===== src/rtl/conv_accumulator.sv =====
// -----------------------------------------------------------------------------
// conv_accumulator
//
// Streaming frame accumulator that sits directly after the real subtractor in
// the temporal convolution core. Each frame is exactly TAPS signed difference
// samples. They are summed in a wide accumulator. The frame result is then
// saturated back to DATA_WIDTH and offered once over a valid/ready interface.
// While a result is waiting to be taken, no new samples are accepted.
//
// Parameters
//   DATA_WIDTH  width of in_data / out_data (two's complement)
//   ACC_WIDTH   accumulator width, >= DATA_WIDTH + clog2(TAPS)
//   TAPS        samples per frame, >= 2
//
// Ports
//   clk        sole clock, rising edge
//   rst_n      asynchronous active-low reset
//   clear      synchronous frame abort; overrides both handshakes
//   in_data    signed sample from the subtractor
//   in_valid   in_data is valid
//   in_ready   block can take a sample (depends on state only)
//   out_data   saturated frame sum
//   out_valid  out_data is valid
//   out_ready  downstream takes out_data
//   out_sat    saturation was applied to out_data (qualified by out_valid)
// -----------------------------------------------------------------------------
module conv_accumulator #(
    parameter int DATA_WIDTH = 22,
    parameter int ACC_WIDTH  = 32,
    parameter int TAPS       = 16
) (
    input  logic                  clk,
    input  logic                  rst_n,
    input  logic                  clear,
    input  logic [DATA_WIDTH-1:0] in_data,
    input  logic                  in_valid,
    output logic                  in_ready,
    output logic [DATA_WIDTH-1:0] out_data,
    output logic                  out_valid,
    input  logic                  out_ready,
    output logic                  out_sat
);

    localparam int CNT_WIDTH = (TAPS > 1) ? $clog2(TAPS) : 1;
    localparam logic [CNT_WIDTH-1:0] LAST_TAP = CNT_WIDTH'(TAPS - 1);

    // Parameter sanity: a too-narrow accumulator could wrap silently and the
    // saturation stage would then report a wrong result.
    if (TAPS < 2) begin : g_bad_taps
        $error("conv_accumulator: TAPS must be >= 2");
    end
    if (ACC_WIDTH < DATA_WIDTH + $clog2(TAPS)) begin : g_bad_acc
        $error("conv_accumulator: ACC_WIDTH must be >= DATA_WIDTH + clog2(TAPS)");
    end

    typedef enum logic {
        ACCUM  = 1'b0,
        OUTPUT = 1'b1
    } state_t;

    state_t                 state;
    logic [ACC_WIDTH-1:0]   acc;
    logic [CNT_WIDTH-1:0]   count;

    logic [ACC_WIDTH-1:0]   in_ext;
    logic [ACC_WIDTH-1:0]   total;
    logic                   fits;
    logic [DATA_WIDTH-1:0]  sat_data;
    logic                   sat_flag;
    logic                   accept;

    // in_ready is decoded from state alone. It must not look at in_valid, or
    // the upstream could form a combinational loop through its own valid.
    assign in_ready = (state == ACCUM);
    assign accept   = in_valid && in_ready;

    // Sign-extend the sample. Then saturate the running total, including
    // this sample, to DATA_WIDTH.
    // The total fits in DATA_WIDTH when every bit from the MSB down to the
    // DATA_WIDTH sign position agrees. If they disagree, the true sign
    // (the MSB) selects the rail.
    always_comb begin
        // NOTE: every always_comb output gets a default first, so no path
        // leaves it unassigned and no latch is inferred.
        sat_data = '0;
        sat_flag = 1'b0;

        in_ext = {{(ACC_WIDTH - DATA_WIDTH){in_data[DATA_WIDTH-1]}}, in_data};
        total  = acc + in_ext;
        fits   = (&total[ACC_WIDTH-1:DATA_WIDTH-1]) ||
                 (~|total[ACC_WIDTH-1:DATA_WIDTH-1]);

        if (fits) begin
            sat_data = total[DATA_WIDTH-1:0];
        end else if (total[ACC_WIDTH-1]) begin
            sat_data = {1'b1, {(DATA_WIDTH-1){1'b0}}};
            sat_flag = 1'b1;
        end else begin
            sat_data = {1'b0, {(DATA_WIDTH-1){1'b1}}};
            sat_flag = 1'b1;
        end
    end

    // NOTE: sequential state uses non-blocking assignments only, so every
    // register samples pre-edge values regardless of statement order.
    always_ff @(posedge clk or negedge rst_n) begin
        if (!rst_n) begin
            state     <= ACCUM;
            acc       <= '0;
            count     <= '0;
            out_data  <= '0;
            out_valid <= 1'b0;
            out_sat   <= 1'b0;
        end else if (clear) begin
            // Abort the frame. A pending result is discarded. out_data is
            // left alone because it is meaningless without out_valid.
            state     <= ACCUM;
            acc       <= '0;
            count     <= '0;
            out_valid <= 1'b0;
            out_sat   <= 1'b0;
        end else begin
            case (state)
                ACCUM: begin
                    if (accept) begin
                        if (count == LAST_TAP) begin
                            out_data  <= sat_data;
                            out_sat   <= sat_flag;
                            out_valid <= 1'b1;
                            acc       <= '0;
                            count     <= '0;
                            state     <= OUTPUT;
                        end else begin
                            acc   <= total;
                            count <= count + 1'b1;
                        end
                    end
                end
                OUTPUT: begin
                    // out_data/out_sat hold until the downstream takes them.
                    if (out_ready) begin
                        out_valid <= 1'b0;
                        state     <= ACCUM;
                    end
                end
                default: begin
                    state <= ACCUM;
                end
            endcase
        end
    end

endmodule


===== config.mk =====
export PLATFORM = sky130hd
export DESIGN_NAME = conv_accumulator
export DESIGN_NICKNAME = d
export VERILOG_FILES = /design/src/rtl/conv_accumulator.sv
export SDC_FILE = /design/constraint.sdc
export NUM_CORES = 1
export LEC_CHECK = 0
export CAP_MARGIN = 10
export CORE_MARGIN = 4
export CORE_UTILIZATION = 63
export CTS_CLUSTER_SIZE = 30
export DETAILED_ROUTE_END_ITERATION = 7
export GPL_TIMING_DRIVEN = 0
export MAX_ROUTING_LAYER = met4
export PLACE_DENSITY = 0.88
export SYNTH_ARGS = -nofsm -noshare
export SYNTH_HDL_FRONTEND = slang
export SYNTH_SLANG_ARGS = --single-unit

===== constraint.sdc =====
create_clock -name clk -period 10.17 [get_ports clk]
set_clock_uncertainty 0.15 [all_clocks]
set_input_delay 1.017 -clock clk [delete_from_list [all_inputs] [get_ports clk]]
set_output_delay 1.017 -clock clk [all_outputs]
set_load 0.01 [all_outputs]

==> results.json, run 1 <==
{
  "area.sequential_mm2": 0.00153,
  "cts-resized-gates": 0,
  "cp_max_fo": 11,
  "drtIter0Drc": 362,
  "dp.cells": 730,
  "num-fill-cells": 582,
  "min_to": "acc[21]",
  "drcViolationCount": 0,
  "synth.area.top_cells": "dfrtp_1, ha_1, a21oi_1",
  "clockRootBuffer": "clkbuf_8",
  "wl_per_cell_um": 20.6,
  "slew-limit-headroom_pct": 42.5,
  "clk_pin_slew_ns": 0.08,
  "ys_warn_count": 0,
  "dp_hpwl_um": 11500,
  "p_leak_nw": 2.41,
  "max-cap-violations": 0,
  "criticalPathCategory": "in -> reg",
  "area_delta_synth_final_pct": 16.7,
  "slew_violations": 0,
  "r2r_end": "out_data[17]",
  "max_freq_mhz": 206,
  "finalNetCount": 699,
  "min_period_ns": 4.85,
  "die_x_um": 97.6,
  "end_kind": "flop",
  "yosysSeqAreaShare_pct": 30.2,
  "rows": 32,
  "synth_area_mm2": 0.00506,
  "synth_common_cells": "nand2_1, dfrtp_1, a21oi_1, ha_1, o21ai_0",
  "die_h_um": 97.6,
  "finish.utilization_pct": 76.0,
  "grt_pass1_vias": 4961,
  "r2r_cells": 12,
  "antenna_found_initial": 0,
  "multiInputGateArea_mm2": 0.00331,
  "hold_class": "reg -> reg",
  "r2r_slack_ns": 6.35,
  "finalSetupViolCount": 0,
  "ctsHoldBuffers": 0,
  "cts_sinks": 61,
  "grt_max_degree": 62,
  "rsz0062_at_grt": "no",
  "syn-num-nets": 638,
  "portBuffers": 50,
  "drt-pass1-iter-count": 5,
  "synth_flop_cell": "dfrtp_1",
  "period_share_pct": 47.7,
  "min_from": "acc[21]",
  "cts_tree": "built",
  "setup_tns_ns": 0,
  "viasPerCell": 6.77,
  "peakVddDrop_mv": 0.134,
  "cts_max_level": 3,
  "finalNonFillerCells": 746,
  "setup_ws_ns": 5.32,
  "finalHoldViolations": 0,
  "vias": 5047,
  "track_usage_pct": 33.3,
  "drtAntennaViolNets": 0,
  "clkLatencyLatePin_ns": 0.36,
  "gp_congestion": 1.01,
  "drive_gt1_share_pct": 13.2,
  "synth_top_area_share_pct": 30.2,
  "ys_types": 74,
  "dieArea_mm2": 0.00953,
  "min_delay_path_depth": 2,
  "async_reset_ff_share_pct": 100,
  "crit_arrival_ns": 4.97,
  "grt_overflow": 0,
  "synth_cells": 578,
  "crit_path_start_kind": "input port",
  "synth_edf_count": 0,
  "pre_cts_ws_ns": 5.03,
  "antennaDiodeCount": 0,
  "coreArea_mm2": 0.00777,
  "num_io_pins": 52,
  "pwr_density_cell_mw_per_mm2": 174,
  "clockBufferDepth": 2,
  "synth_most_common_cell": "nand2_1",
  "outcome": "completed",
  "synth_area_leader_cell": "dfrtp_1",
  "rr_startpoint": "acc[0]",
  "synth-seq-cells": 61,
  "cts_made_buffers": 9,
  "required_ns": 10.28,
  "hold_ws_ns": 0.338,
  "synth.avg_cell_area_um2": 8.75,
  "routed_wl_um": 15300,
  "worstMarginPinSlew_ns": 0.860,
  "start_util_pct": 65.1,
  "grt_pass1_wl_um": 24800,
  "cts_setup_buffers": 0
}
## per-layer routing
layer,global-route usage [%],part of all wire [%]
met5,-,0
met4,16.2,4.9
met3,9.05,8.4
met2,51.7,47
met1,40.0,40
## cell families after synthesis
family | count (synthesis) | synth area share (%)
xor gates and xnor gates | 24 | 4.53
adders and majority gates | 33 | 8.31
buffers and inverters | 47 | 4.30
and+or+nand+nor | 208 | 22.2
muxes | 1 | 0.198
AOI/OAI and AO/OA | 204 | 30.3
DFF | 61 | 30.2
## layout make-up
| cell class | count | share of cell area [%] |
|---|---|---|
| repair buffers | 50 | 8.43 |
| clock buffers | 9 | 2.10 |
| plain buffers | 41 | 3.31 |
| inverters | 6 | 0.381 |
| flip-flops and latches | 61 | 25.8 |
| well taps | 102 | 2.16 |
| clock inverters | 7 | 1.65 |
| multi-input cells | 470 | 56.1 |
## state kept, by name (all words and copies together) (netlist names)
name / cells
out_sat: 1
out_data: 22
out_valid: 1
count: 4
acc: 32
state: 1
## how the worst max path moves through the flow
stage,from,end,cells after the start
after floorplan,in_data[0],out_data[8],12
after global placement,in_data[21],out_data[20],13
after detailed placement,in_data[21],out_data[13],13
after CTS,in_data[21],out_data[13],13
after global routing,in_data[21],out_data[9],13
final,in_data[21],out_data[0],14
## metrics by stage
stage / total power [mW] / instance area, um2
2_1_floorplan: 0.644 / 5060
5_1_grt: 1.09 / 5910
6_report: 1.03 / 5910
3_3_place_gp: 0.749 / 5690
4_1_cts: 1.02 / 5910
3_5_place_dp: 0.765 / 5680
## worst max-delay path, stage by stage
cell and delay, ns:
clkdlybuf4s50_1 0.69, ha_1 0.43, clkbuf_1 0.25, and4_1 0.23
clkbuf_1 0.29, and2_1 0.26, nand2_1 0.07, a21o_1 0.22
a21oi_1 0.26, nor3_1 0.17, nor2_1 0.19, clkbuf_1 0.44
a21oi_1 0.13, a221oi_2 0.31
## report_power, final
part / internal, mW / switching (mW) / total, mW
logic: 0.178 / 0.319 / 0.497
registers: 0.264 / 0.0148 / 0.278
clock network: 0.139 / 0.115 / 0.254
## cell usage in the layout, fill, tap and decap left out, types with 3 or more instances in the layout
master	n
nand2_1	75
a21oi_1	59
buf_2	15
o211ai_1	3
inv_1	6
a221oi_2	10
nor4_2	8
a211oi_1	3
a31oi_1	13
nor4_1	5
nand3_1	29
clkbuf_8	9
dfrtp_1	61
nor2_1	26
clkbuf_1	21
nand2b_1	5
and4_1	3
o21bai_1	4
nor2b_1	6
a221oi_1	3
o21ai_1	7
nor3_1	12
o31ai_1	3
clkdlybuf4s50_1	49
o21a_1	5
a21o_1	8
xor2_1	10
a22oi_1	5
o41ai_2	8
buf_4	5
and2_1	5
or3_1	5
and3_1	7
nand4_1	8
a22o_1	11
o21ai_0	32
ha_1	32
xnor2_1	13
No activity file was read; power rests on OpenSTA's default activity.
==> inputs of run 2 (changes only) <==
--- a/config.mk
+++ b/config.mk
@@ -7,12 +7,12 @@
 export LEC_CHECK = 0
 export CAP_MARGIN = 10
 export CORE_MARGIN = 4
-export CORE_UTILIZATION = 63
+export CORE_UTILIZATION = 58
 export CTS_CLUSTER_SIZE = 30
 export DETAILED_ROUTE_END_ITERATION = 7
 export GPL_TIMING_DRIVEN = 0
 export MAX_ROUTING_LAYER = met4
-export PLACE_DENSITY = 0.88
+export PLACE_DENSITY = 0.82
 export SYNTH_ARGS = -nofsm -noshare
 export SYNTH_HDL_FRONTEND = slang
 export SYNTH_SLANG_ARGS = --single-unit
==> constraint.sdc (replaced) <==
create_clock -name clk -period 4.55 [get_ports clk]
set_clock_uncertainty 0.15 [all_clocks]
set_input_delay 0.455 -clock clk [delete_from_list [all_inputs] [get_ports clk]]
set_output_delay 0.455 -clock clk [all_outputs]
set_load 0.01 [all_outputs]
==> run 2 against run 1 <==
First-iteration DRC count increased by 37%. Critical endpoint is now out_data[13]. Worst setup slack worse by 5.0 ns. Critical path type unchanged. Sequential power grew 120%. Routed wire length hardly changed. Total power rose by 120%. Flip-flop and latch count unchanged.
==> results.json, run 2 (synthesized netlist as in run 1, its figures left out) <==
{
  "outcome": "completed",
  "p_clk_share_pct": 23.2,
  "crit_path_start_kind": "input port",
  "worstMarginPinSlew_ns": 0.832,
  "gp_congestion": 0.998,
  "r2r_slack_ns": 0.71,
  "start_util_pct": 60.7,
  "cts_setup_buffers": 0,
  "criticalPathCategory": "in -> reg",
  "peakVddDrop_mv": 0.219,
  "dp_hpwl_um": 11200,
  "grt_max_degree": 62,
  "drive_gt1_share_pct": 13.2,
  "finalSetupViolCount": 0,
  "swShare_pct": 44.2,
  "cts_sinks": 61,
  "drtAntennaViolNets": 0,
  "top_regs": "acc (32), out_data (22), count (4)",
  "cts_tree": "built",
  "hold_class": "in -> async",
  "min_period_ns": 4.27,
  "switchingPower_mw": 0.999,
  "layout_commonest_cell": "nand2_1",
  "drt-pass1-iter-count": 5,
  "num-fill-cells": 671,
  "multiInputGateArea_mm2": 0.00331,
  "vias": 5102,
  "track_usage_pct": 31.4,
  "portBuffers": 50,
  "max-cap-violations": 0,
  "crit_arrival_ns": 4.31,
  "p_int_mw": 1.26,
  "regMostFlops": "acc",
  "required_ns": 4.59,
  "clockBufferDepth": 2,
  "drtIter0Drc": 497,
  "hold_ws_ns": 0.0403,
  "clkLatencyLatePin_ns": 0.34,
  "cp_max_fo": 11,
  "clk_pin_slew_ns": 0.09,
  "routed_wl_um": 15300,
  "slew-limit-headroom_pct": 44.4,
  "viasPerCell": 6.81,
  "grt_pass1_wl_um": 24800,
  "r2r_cells": 12,
  "dieArea_mm2": 0.0103,
  "wl_per_cell_um": 20.5,
  "die_h_um": 101,
  "cts_made_buffers": 9,
  "rows": 33,
  "rr_startpoint": "acc[0]",
  "coreArea_mm2": 0.00834,
  "pwr_density_cell_mw_per_mm2": 383,
  "cts-resized-gates": 0,
  "seqPwrFrac_pct": 27.5,
  "cts_max_level": 3,
  "largest_reg_flops": 32,
  "ctsHoldBuffers": 0,
  "end_kind": "flop",
  "antennaDiodeCount": 0,
  "rsz0062_at_grt": "no",
  "die_x_um": 101,
  "period_share_pct": 93.9,
  "p_comb_share_pct": 49.3,
  "area_delta_synth_final_pct": 16.5,
  "finalHoldViolations": 0,
  "r2r_end": "out_data[9]",
  "most-common-layout-cells": "nand2_1, dfrtp_1, a21oi_1",
  "finalNetCount": 699,
  "slew_violations": 0,
  "p_leak_nw": 2.41,
  "antenna_found_initial": 0,
  "clockRootBuffer": "clkbuf_8",
  "drcViolationCount": 0,
  "max_freq_mhz": 234,
  "num_io_pins": 52,
  "grt_overflow": 0,
  "grt_pass1_vias": 4821,
  "setup_tns_ns": 0,
  "area.sequential_mm2": 0.00153
}
-- run 2: changes by cell type in the layout (fill, tap and decap cells not counted) --
cell	delta
bufinv_16	-1
clkbuf_8	+1
clkinv_4	+1
clkinvlp_4	-1
-- run 2: final cells by class --
type | instances | area share [%]
Buffer | 41 | 3.31
Sequential cell | 61 | 25.9
Multi-Input combinational cell | 470 | 56.2
Tap cell | 105 | 2.23
Timing Repair Buffer | 50 | 8.45
Clock inverter | 6 | 1.17
Inverter | 6 | 0.382
Clock buffer | 10 | 2.33
-- run 2: metal layers --
metal  vias to the layer above  wire length [um]  GRT usage, %
met2                       307              7260          48.7
met4                         0               344          8.18
li1                       2316                 -             -
met1                      2447              6200          42.9
met3                        32              1520          4.89
met5                         -                 0             -
-- run 2: critical path: stages --
cell,delay (ns)
clkdlybuf4s50_1,0.70
ha_1,0.43
clkbuf_1,0.25
and4_1,0.23
clkbuf_1,0.29
and2_1,0.23
nand2_1,0.07
a21o_1,0.18
and4_1,0.17
o31ai_2,0.42
clkbuf_1,0.51
nand3_1,0.19
o41ai_2,0.09
a31oi_1,0.08
-- run 2: stage by stage --
stage / utilization (%) / setup slack (ns) / power, mW / instances / cell area, um2
final: 70.7 / 0.277 / 2.26 / 749 / 5890
after floorplan: - / 1.20 / 1.44 / 578 / 5060
after global placement: 68.2 / 0.130 / 1.66 / 733 / 5690
after CTS: 70.7 / 0.345 / 2.23 / 749 / 5890
after global routing: 70.7 / 0.0693 / 2.38 / 749 / 5890
after detailed placement: 68.2 / 0.0201 / 1.71 / 733 / 5690
-- run 2: power by group through the flow --
stage / clock, mW / sequential [mW] / combinational (mW)
floorplan: 0 / 0.621 / 0.819
global placement: 0 / 0.629 / 1.03
detailed placement: 0 / 0.632 / 1.07
CTS: 0.522 / 0.621 / 1.08
global route: 0.548 / 0.627 / 1.20
finish: 0.524 / 0.622 / 1.11
-- run 2: worst max path at each step --
stage                start      endpoint  slack (ns)  cells after the start
3_3_place_gp   in_data[21]  out_data[19]        0.13                     14
3_5_place_dp   in_data[21]  out_data[13]        0.02                     14
6_report       in_data[21]  out_data[13]        0.28                     14
2_1_floorplan   in_data[0]   out_data[8]        1.20                     12
4_1_cts        in_data[21]  out_data[13]        0.35                     14
5_1_grt        in_data[21]  out_data[13]        0.07                     14
==> inputs of run 3 (changes only) <==
--- a/config.mk
+++ b/config.mk
@@ -10,9 +10,10 @@
 export CORE_UTILIZATION = 58
 export CTS_CLUSTER_SIZE = 30
 export DETAILED_ROUTE_END_ITERATION = 7
+export GPL_ROUTABILITY_DRIVEN = 1
 export GPL_TIMING_DRIVEN = 0
 export MAX_ROUTING_LAYER = met4
-export PLACE_DENSITY = 0.82
+export PLACE_DENSITY = 0.81
 export SYNTH_ARGS = -nofsm -noshare
 export SYNTH_HDL_FRONTEND = slang
 export SYNTH_SLANG_ARGS = --single-unit
==> run 3 against run 2 <==
Highest routed layer unchanged. Routed wire length up 0.37%. Fmax down 1.2%. Register-to-register slack worse by 0.02 ns. Sequential power about the same. Combinational power about the same. Cell area unchanged.
==> results.json, run 3 (synthesized netlist as in run 1, its figures left out) <==
{
  "gp_congestion": 0.965,
  "criticalPathCategory": "in -> reg",
  "routed_wl_um": 15400,
  "cts_max_level": 3,
  "most-common-layout-cells": "nand2_1, dfrtp_1, a21oi_1",
  "crit_arrival_ns": 4.38,
  "finish.utilization_pct": 70.7,
  "num_io_pins": 52,
  "finalHoldViolations": 0,
  "hold_ws_ns": 0.0322,
  "max_freq_mhz": 231,
  "slew_violations": 0,
  "period_share_pct": 95.1,
  "area_delta_synth_final_pct": 16.5,
  "finalSetupViolCount": 0,
  "track_usage_pct": 31.8,
  "start_util_pct": 60.7,
  "p_total_mw": 2.26,
  "fin_area_mm2": 0.00589,
  "place_area_mm2": 0.00569,
  "clockBufferDepth": 2,
  "multiInputGateArea_mm2": 0.00331,
  "dp.cells": 733,
  "hold_class": "in -> async",
  "portBuffers": 50,
  "cts_sinks": 61,
  "finalNonFillerCells": 749,
  "clkLatencyLatePin_ns": 0.36,
  "die_h_um": 101,
  "area.sequential_mm2": 0.00153,
  "grt_max_degree": 62,
  "crit_path_start_kind": "input port",
  "cts_tree": "built",
  "outcome": "completed",
  "p_leak_nw": 2.41,
  "finalNetCount": 699,
  "num-fill-cells": 688,
  "cp_max_fo": 11,
  "pre_cts_ws_ns": 0.0170,
  "antenna_found_initial": 0,
  "die_x_um": 101,
  "drtAntennaViolNets": 0,
  "drt-pass1-iter-count": 6,
  "coreArea_mm2": 0.00834,
  "largest_reg_flops": 32,
  "wl_per_cell_um": 20.5,
  "r2r_slack_ns": 0.69,
  "rsz0062_at_grt": "no",
  "drcViolationCount": 0,
  "end_kind": "flop",
  "setup_ws_ns": 0.223,
  "worstMarginPinSlew_ns": 0.906,
  "viasPerCell": 6.77,
  "peakVddDrop_mv": 0.189,
  "drtIter0Drc": 476,
  "clk_pin_slew_ns": 0.08,
  "dieArea_mm2": 0.0103,
  "clockRootBuffer": "clkbuf_8",
  "regMostFlops": "acc",
  "r2r_cells": 12,
  "drive_gt1_share_pct": 13.2,
  "max-cap-violations": 0,
  "antennaDiodeCount": 0,
  "slew-limit-headroom_pct": 39.4,
  "cts-resized-gates": 0,
  "grt_pass1_wl_um": 24800,
  "min_period_ns": 4.33,
  "dp_hpwl_um": 11300,
  "cts_setup_buffers": 0,
  "grt_overflow": 0,
  "rows": 33,
  "top_regs": "acc (32), out_data (22), count (4)",
  "cts_made_buffers": 9,
  "vias": 5068,
  "required_ns": 4.60,
  "layout_commonest_cell": "nand2_1",
  "ctsHoldBuffers": 0,
  "grt_pass1_vias": 4963,
  "pwr_density_cell_mw_per_mm2": 384,
  "setup_tns_ns": 0
}
## run 3: critical path, cell delays in order
cell             delay [ns]
clkdlybuf4s50_1        0.70
ha_1                   0.44
clkbuf_1               0.27
and4_1                 0.23
clkbuf_1               0.27
and2_1                 0.24
nand2_1                0.07
a21o_1                 0.19
and4_1                 0.17
o31ai_2                0.42
clkbuf_1               0.53
nand3_1                0.20
o41ai_2                0.10
a31oi_1                0.08
## run 3: layer usage
layer | wire (um) | vias to the layer above | track usage (%)
met4 | 490 | 0 | 12.8
met3 | 1490 | 43 | 6.20
li1 | - | 2325 | -
met1 | 6230 | 2425 | 40.9
met5 | 0 | - | -
met2 | 7170 | 275 | 49.4
## run 3: path summary, 6_finish.rpt
path,endpoint,start
worst max-delay path,out_data[11],in_data[21]
worst min-delay path,out_data[13],rst_n
worst max register to register,out_data[11],acc[0]
worst min register to register,acc[20],acc[20]
max in group asynchronous,acc[27],rst_n
min in group clk,count[2],clear
## run 3: where the power goes
part | internal [mW] | total (mW) | switching [mW]
logic | 0.399 | 1.11 | 0.709
registers | 0.589 | 0.621 | 0.0323
clock network | 0.272 | 0.532 | 0.260
total | 1.26 | 2.26 | 1.00
## run 3: area by class of cell
class                      instances  share of cell area [%]
clock buffer                      10                    2.33
buffer                            41                    3.31
sequential                        61                    25.9
multi-input combinational        470                    56.2
tap                              105                    2.23
timing repair buffer              50                    8.45
clock inverter                     6                    1.17
inverter                           6                   0.382
